## src/rtl/iir_mac_control.sv

```systemverilog
// Sequencer and MAC datapath for one Direct Form II biquad section.
// Each accepted start strobe runs six MAC cycles, updates the delay line and
// publishes a new output sample together with a one-cycle done pulse.
module iir_mac_control #(
  parameter int N = 24,
  parameter int F = 14
) (
  input  logic                clk,
  input  logic                reset,
  input  logic                start,
  input  logic signed [N-1:0] xk,
  input  logic signed [N-1:0] muxS,
  input  logic signed [N-1:0] muxC,
  input  logic signed [N-1:0] muxZ,
  output logic        [2:0]   controlS,
  output logic        [1:0]   controlC,
  output logic        [1:0]   controlZ,
  output logic signed [N-1:0] Uk,
  output logic signed [N-1:0] fk,
  output logic signed [N-1:0] fk1,
  output logic signed [N-1:0] fk2,
  output logic signed [N-1:0] yk,
  output logic                busy,
  output logic                done
);

  localparam int unsigned AW = N + 2;   // accumulator width, headroom for 4 terms
  localparam int unsigned PW = 2 * N;   // full product width

  localparam logic signed [N-1:0] SMAX = {1'b0, {(N-1){1'b1}}};
  localparam logic signed [N-1:0] SMIN = {1'b1, {(N-1){1'b0}}};

  typedef enum logic [2:0] {
    IDLE = 3'd0,
    M0   = 3'd1,
    M1   = 3'd2,
    M2   = 3'd3,
    M3   = 3'd4,
    M4   = 3'd5,
    M5   = 3'd6,
    FIN  = 3'd7
  } state_t;

  state_t state, state_d;

  logic [2:0] sel_s_d;
  logic [1:0] sel_c_d;
  logic [1:0] sel_z_d;
  logic       busy_d;
  logic       done_d;
  logic       load_uk;

  logic signed [PW-1:0] prod_full;
  logic signed [PW-1:0] prod_sh;
  logic signed [N-1:0]  prod_sat;
  logic signed [AW-1:0] p;
  logic signed [AW-1:0] z_ext;
  logic signed [AW-1:0] acc;
  logic signed [AW-1:0] acc_next;

  // Clamp an accumulator value into the N-bit signed range.
  function automatic logic signed [N-1:0] sat_acc(input logic signed [AW-1:0] v);
    logic [AW-N:0] top;
    top = v[AW-1:N-1];
    if ((&top) || !(|top)) begin
      sat_acc = v[N-1:0];
    end else if (v[AW-1]) begin
      sat_acc = SMIN;
    end else begin
      sat_acc = SMAX;
    end
  endfunction

  // Product: full signed multiply, floor shift by F, clamp to N bits, extend to AW.
  always_comb begin
    prod_full = PW'(muxS) * PW'(muxC);
    prod_sh   = prod_full >>> F;
    if ((&prod_sh[PW-1:N-1]) || !(|prod_sh[PW-1:N-1])) begin
      prod_sat = prod_sh[N-1:0];
    end else if (prod_sh[PW-1]) begin
      prod_sat = SMIN;
    end else begin
      prod_sat = SMAX;
    end
    p     = {{2{prod_sat[N-1]}}, prod_sat};
    z_ext = {{2{muxZ[N-1]}}, muxZ};
  end

  // Accumulator update for the current MAC step.
  always_comb begin
    acc_next = acc;
    unique case (state)
      M0:                 acc_next = p + z_ext;
      M1, M2, M4, M5:     acc_next = acc + p;
      M3:                 acc_next = p;
      default:            acc_next = acc;
    endcase
  end

  // Next state and Moore control decode of the upcoming state.
  always_comb begin
    state_d = state;
    sel_s_d = 3'd0;
    sel_c_d = 2'd0;
    sel_z_d = 2'd0;
    busy_d  = 1'b0;
    done_d  = 1'b0;
    load_uk = 1'b0;

    unique case (state)
      IDLE: begin
        if (start) begin
          state_d = M0;
          load_uk = 1'b1;
        end
      end
      M0:      state_d = M1;
      M1:      state_d = M2;
      M2:      state_d = M3;
      M3:      state_d = M4;
      M4:      state_d = M5;
      M5:      state_d = FIN;
      FIN:     state_d = IDLE;
      default: state_d = IDLE;
    endcase

    unique case (state_d)
      M0: begin sel_s_d = 3'd0; sel_c_d = 2'd0; sel_z_d = 2'd1; busy_d = 1'b1; end
      M1: begin sel_s_d = 3'd1; sel_c_d = 2'd1; sel_z_d = 2'd0; busy_d = 1'b1; end
      M2: begin sel_s_d = 3'd2; sel_c_d = 2'd2; sel_z_d = 2'd0; busy_d = 1'b1; end
      M3: begin sel_s_d = 3'd3; sel_c_d = 2'd3; sel_z_d = 2'd0; busy_d = 1'b1; end
      M4: begin sel_s_d = 3'd4; sel_c_d = 2'd1; sel_z_d = 2'd0; busy_d = 1'b1; end
      M5: begin sel_s_d = 3'd5; sel_c_d = 2'd2; sel_z_d = 2'd0; busy_d = 1'b1; end
      FIN: begin busy_d = 1'b1; done_d = 1'b1; end
      default: begin end
    endcase
  end

  // State, registered controls and datapath registers.
  always_ff @(posedge clk or posedge reset) begin
    if (reset) begin
      state    <= IDLE;
      controlS <= 3'd0;
      controlC <= 2'd0;
      controlZ <= 2'd0;
      busy     <= 1'b0;
      done     <= 1'b0;
      Uk       <= '0;
      fk       <= '0;
      fk1      <= '0;
      fk2      <= '0;
      yk       <= '0;
      acc      <= '0;
    end else begin
      state    <= state_d;
      controlS <= sel_s_d;
      controlC <= sel_c_d;
      controlZ <= sel_z_d;
      busy     <= busy_d;
      done     <= done_d;
      if (load_uk) begin
        Uk <= xk;
      end
      acc <= acc_next;
      if (state == M2) begin
        fk <= sat_acc(acc_next);
      end
      if (state == M5) begin
        yk  <= sat_acc(acc_next);
        fk2 <= fk1;
        fk1 <= fk;
      end
    end
  end

endmodule

```

## config.mk

```make
export PLATFORM = sky130hd
export DESIGN_NAME = iir_mac_control
export DESIGN_NICKNAME = d
export VERILOG_FILES = /design/src/rtl/iir_mac_control.sv
export SDC_FILE = /design/constraint.sdc
export NUM_CORES = 2
export LEC_CHECK = 0
export BUFFER_PORTS_ARGS = -buffer_cell sky130_fd_sc_hd__buf_2
export CAP_MARGIN = 30
export CORE_ASPECT_RATIO = 2
export CORE_MARGIN = 3
export CORE_UTILIZATION = 51
export CTS_CLUSTER_DIAMETER = 80
export CTS_CLUSTER_SIZE = 12
export DETAILED_ROUTE_END_ITERATION = 16
export PLACE_DENSITY = 0.72
export SETUP_SLACK_MARGIN = 0.05
export SYNTH_ARGS = -nofsm -noshare
export SYNTH_HDL_FRONTEND = slang
export SYNTH_SLANG_ARGS = --single-unit
```

## constraint.sdc

```tcl
create_clock -name clk -period 6.35 [get_ports clk]
set_clock_uncertainty 0.2 [all_clocks]
set_input_delay 0.3175 -clock clk [delete_from_list [all_inputs] [get_ports clk]]
set_output_delay 0.3175 -clock clk [all_outputs]
set_load 0.005 [all_outputs]
```

[Word level (Yosys, flattened, before mapping)]
Index checks and enable logic that the tools add are counted.
Word-level totals
  input bits: 99
  word-level logic and storage cells: 56
  output and inout bits: 129
  register bits after elaboration: 158
Operators by class
  $mul: 1
  multiplexer cells: 14
  add/sub/neg operators: 2
  equality and inequality tests: 14
  reduce and logical (&&, ||, !) cells: 13
Operators with widths (count)
  $mux W24: 4
  $pmux W26 S3: 1
  $mul A24 B24 Y48: 1
  $add A26 B24 Y26: 1
  $add A24 B24 Y25: 1
  $eq A3 B3 Y1 const B: 8
  $pmux W3 S8: 1
  $pmux W3 S5: 1
  $eq A3 B2 Y1 const B: 4
  $reduce_and A11 Y1: 1
  $reduce_or A11 Y1: 1
  $reduce_or A7 Y1: 1
  $eq A3 B1 Y1 const B: 2
  $pmux W2 S3: 1
  $mux W1: 5
  $reduce_or A2 Y1: 2
  $reduce_or A4 Y1: 1
  $logic_not A3 Y1: 1
  $mux W3: 1
  $reduce_and A3 Y1: 1
  $reduce_or A3 Y1: 1
  $logic_not A1 Y1: 2
  $logic_or A1 B1 Y1: 2

[Depth between registers and ports, before layout]
  depth in word-level cells: 11
  mapped depth: 48
  depth with buffers taken out: 43

[Least setup slack after synthesis]
No wires, ideal clock.
  path type: input-to-reg
  start: in muxS[23]
  end: reg fk[20]
  data arrival time: 10709 ps
  stages on the path: 43
  library setup time: 126 ps
  required time: 6024 ps
  path buffers: 4
  setup slack: -4685 ps
  path through: clkbuf_1 -> nand2_1 -> inv_1 -> fa_1 -> fa_1 -> inv_1 -> fa_1 -> inv_1 -> fa_1 -> fa_1 -> fa_1 -> inv_1 -> fa_1 -> inv_1 -> ha_1 -> buf_2 -> nand4_1 -> or2_2 -> [... 7 more ...] -> or2_1 -> buf_4 -> buf_2 -> a21o_1 -> ha_1 -> and3_1 -> and3_1 -> a211oi_1 -> o211ai_1 -> a211oi_1 -> a21oi_1 -> a31o_2 -> xor2_1 -> mux2i_1 -> o22a_1 -> nor2_1 -> nor2_1 -> a221o_1
On the way
  cells in the longest elaborated chain, start to end: 11
  elaborated cells on any way between the ends: 16
  those cells by class: add/sub (2); mul (1); mux (5); reduce/logical (8)
RTL lines
  start, declared: RTL line 12  | input logic signed [N-1:0] muxS,
  $mul A24 B24 Y48 (*): RTL line 76  | prod_full = PW'(muxS) * PW'(muxC);
  $reduce_or A11 Y1: RTL line 78  | if ((&prod_sh[PW-1:N-1]) || !(|prod_sh[PW-1:N-1])) begin
  $logic_not A1 Y1: RTL line 78
  $logic_or A1 B1 Y1: RTL line 78
  $mux W24 (*): RTL line 78
  $add A26 B24 Y26 or $add A24 B24 Y25 (tied branches): RTL line 94, 93
  $pmux W26 S3 (*): RTL line 92  | unique case (state)
  $reduce_or A3 Y1: RTL line 65  | if ((&top) || !(|top)) begin
  $logic_not A1 Y1: RTL line 65
  $logic_or A1 B1 Y1: RTL line 65
  $mux W24 (*): RTL line 65
  end signal, assigned: RTL line 166  | fk <= sat_acc(acc_next);
  end, declared: RTL line 19  | output logic signed [N-1:0] fk,
Mark *: on every way between the ends. The rest lies on a longest branch, timed or not.
A chain may end at the register's enable or synchronous reset.

[Worst setup path after layout]
  start: in muxS[23]
  end: reg yk[6]
On the way
  cells in the longest elaborated chain, start to end: 11
  elaborated cells on any way between the ends: 16
  those cells by class: add/sub (2); mul (1); mux (5); reduce/logical (8)
RTL lines
  $mul A24 B24 Y48 (*): RTL line 76
  $reduce_or A11 Y1: RTL line 78
  $logic_not A1 Y1: RTL line 78
  $logic_or A1 B1 Y1: RTL line 78
  $mux W24 (*): RTL line 78
  $add A26 B24 Y26 or $add A24 B24 Y25 (tied branches): RTL line 94, 93
  $pmux W26 S3 (*): RTL line 92
  named net acc_next[23]: RTL line 59  | logic signed [AW-1:0] acc_next;
  $reduce_or A3 Y1: RTL line 65
  $logic_not A1 Y1: RTL line 65
  $logic_or A1 B1 Y1 (*): RTL line 65
  $mux W24 (*): RTL line 65
  end signal, assigned: RTL line 169  | yk <= sat_acc(acc_next);
  end, declared: RTL line 22  | output logic signed [N-1:0] yk,
The timed path passes the listed nets; every way through them passes the cells marked *.

==> impl_results.md <==
* Most used cell, CP: buf_12
* Antenna violations before repair at 6
* Antenna Nets Post-Route at 0
* Placed insts at around 4700
* Unrepaired setup endpoints after global routing: true
* Crit path max fanout at 8
* Max Slew Vio Count at 0
* Final-layout fill cell count at 4431
* Via density at between 5 and 6
* CP max-delay cell: fa_2
* Pin count of the biggest net entering global routing at a little under 90
* Failing checks: negative setup slack
* Post-Syn Nets at around 4300
* Worst hold slack at ~0.16 ns
* Final setup fails at 74
* CP Class: in -> reg
* Non-Filler Instances at roughly 5000
* Core Util, Final at around 70%
* Reg-to-reg startpoint: state[0]$_DFF_PP0_
* FP Rows at between 100 and 150
* Max_slew headroom at 40.0%
* Drt first pass iters at 8
* Clk_lat worst skew at just under 0.5 ns
* CP endpoint: yk[6]$_DFFE_PP0P_
* Total wire length at between 100 and 150 mm
* Layout cells sized above 1 at between 30% and 40%
* #FFs+latches synth at 157
* RePlAce Congestion at between 0.9 and 1
* CP endpoint kind: register
* Max_cap viols at 0
* CP arrival at 10.56 ns
* Final nets at roughly 5000
* Critical Path Start: muxS[23]
* Largest area contributor in the netlist: fa_1
* Status: finished with violations
* Num ports at between 200 and 250
* Initial Util at between 50 and 60%
* Syn_area_per_cell at ~9 um2
* Ranking of synthesized cells by area: fa_1, dfrtp_1, inv_1
* Chip width at between 150 and 200 um
* Synth top area share at between 30% and 40%
* HPWL after DPL at 82.5 mm
* Drt initial violations at roughly 1400
* Final Critical Period at 10.45 ns
* Post-route setup slack at -4.10 ns
* R2R setup slack at ~2.4 ns
* Via count at around 27000
* Ys flop type: dfrtp_1
* Hold crit path type: in -> reg
* Port bufs at between 200 and 250
* Yosys warns at 0
* Worst reg2reg endpoint: yk[2]$_DFFE_PP0P_
* Residual DRC count at 0
* Worst-Margin Slew at between 0.9 and 1 ns
* GRT Util Overall at between 30% and 40%
* Vias in the first global route at slightly above 30000
* Clock sink total at between 150 and 200
* CTS root buf: clkbuf_16
* Post-synth EDFFs at 0
* Fin Setup TNS at -271.78 ns
* F_max at 0.0957 GHz
* Multi-input logic area at about 26000 um2
* Area Growth Syn to Fin at 32.6%
* CTS Buf Count at 25
* Depth of the CTS H-tree at 4
* Clock Path Buffers at 3
* WL per Instance at around 21 um
* Synthesized area at 30700 um2
* CP peak stage delay at roughly 0.6 ns
* Die area at around 63000 um2
* Sequential cell area at ~3900 um2
* Post-synthesis sequential area ratio at between 10% and 20%
* CTS tree: yes
* Die height at approximately 350 um
* Total gr overflow at 0
* Async S/R FF share, synth at 100%
* Yosys cell types at between 80 and 90
* Critical Path RT at 6.46 ns
* Startpoint Class: primary input
* Tcrit/Tclk final at 165%
* Core ar. at roughly 60000 um2
* Fin. Hold Viols at 0
* First-pass GRT wire length at 160 mm
* Reg clk slew, reported paths at 0.05 ns
* Mapped Cells at about 3400
* R2R depth at 14
-- critical path: cells and delay by family --
kind	cells	cell delay (ns)
xor+xnor	1	0.10
compound gates	13	2.58
buf+inv	12	1.50
fa+ha+maj	9	4.25
simple gates	10	1.78
-- metrics by stage --
step	worst slack (ns)	instance area, um2
floorplan	-3.65	31300
global placement	-4.75	36700
detailed placement	-4.82	36700
CTS	-3.91	39400
global route	-4.36	40700
finish	-4.10	40700
-- layer usage --
metal	vias up	global-route usage (%)	share of wire [%]
met4	0	26.5	11
met1	13700	29.8	30
li1	11900	-	-
met5	-	0	0
met2	1201	61.4	54
met3	564	4.01	4.7
-- logic make-up (layout without fill, tap and decap cells) --
group	Yosys count	count (layout)	synth area share, %
and+or+nand+nor	1103	1103	17.1
adders and majority gates	798	798	47.3
buffers and inverters	788	1518	9.75
AOI/OAI and AO/OA	448	448	9.44
DFF	157	157	12.8
xor gates and xnor gates	87	87	2.51
muxes	31	31	1.11
other	1	4	0.0122
-- state kept, by name, indices dropped and copies added, names as in the netlist --
register  cells
yk           24
Uk           24
controlZ      1
done          1
controlS      3
fk2          24
fk           24
busy          1
controlC      2
fk1          24
state         3
acc          26
-- synth_stat cells, types with 7 or more instances --
library cell  number
fa_1             608
dfrtp_1          157
a21oi_1          151
and2_1           292
xnor2_1           61
nand3_1           24
a211oi_1          14
inv_1            631
nor2_1           158
a21o_1            54
or2_2              7
o22a_1             9
maj3_1             7
nand2b_1          15
clkbuf_1         130
o211ai_1          13
nand4_1           19
mux2_2            24
nand2_1          515
ha_1             183
a31oi_1            8
buf_2             16
and3_1            15
nor3_1            20
xor2_1            25
nor2b_1            8
o21a_1            23
o21ai_0           80
mux2i_1            7
o21bai_1          14
or3_1              7
-- cell usage in the layout (no fill, tap or decap), drive strengths merged, types with 29 or more instances in the layout --
| cell type | n |
|---|---|
| buf | 821 |
| inv | 633 |
| fa | 608 |
| nand2 | 515 |
| and2 | 292 |
| ha | 183 |
| nor2 | 159 |
| dfrtp | 157 |
| a21oi | 153 |
| o21ai | 86 |
| xnor2 | 62 |
| a21o | 54 |
| clkbuf | 29 |
-- worst min path at each step --
stage                        startpoint                  end  cells past startpoint
floorplan                        xk[18]   Uk[18]$_DFFE_PP0P_                      1
global placement    fk2[15]$_DFFE_PP0P_  fk2[15]$_DFFE_PP0P_                      2
CTS                               start   state[0]$_DFF_PP0_                      3
global route                      start   state[1]$_DFF_PP0_                      4
finish                            start   state[1]$_DFF_PP0_                      4
detailed placement   fk2[3]$_DFFE_PP0P_   fk2[3]$_DFFE_PP0P_                      2
-- final cells by class --
type | count | share of cell area (%)
multi-input cells | 2468 | 63.5
clock inverters | 6 | 0.148
repair buffers | 850 | 16.8
inverters | 634 | 5.89
flip-flops and latches | 157 | 9.65
diodes | 3 | 0.0184
well taps | 768 | 2.36
repair inverters | 1 | 0.0154
clock buffers | 27 | 1.60
-- what timing repair did --
action / CTS / global route
gates resized for setup: 266 / 256
hold buffers: 25 / 0
cloned: 5 / 1
pin swaps: 133 / 158
endpoints found under the hold margin: 111 / 0
setup endpoints to repair: 74 / 74
buffers inserted: 62 / 50
Power is not shown: default switching activity piles up to over one toggle a cycle in this logic, so the estimate is an artifact.
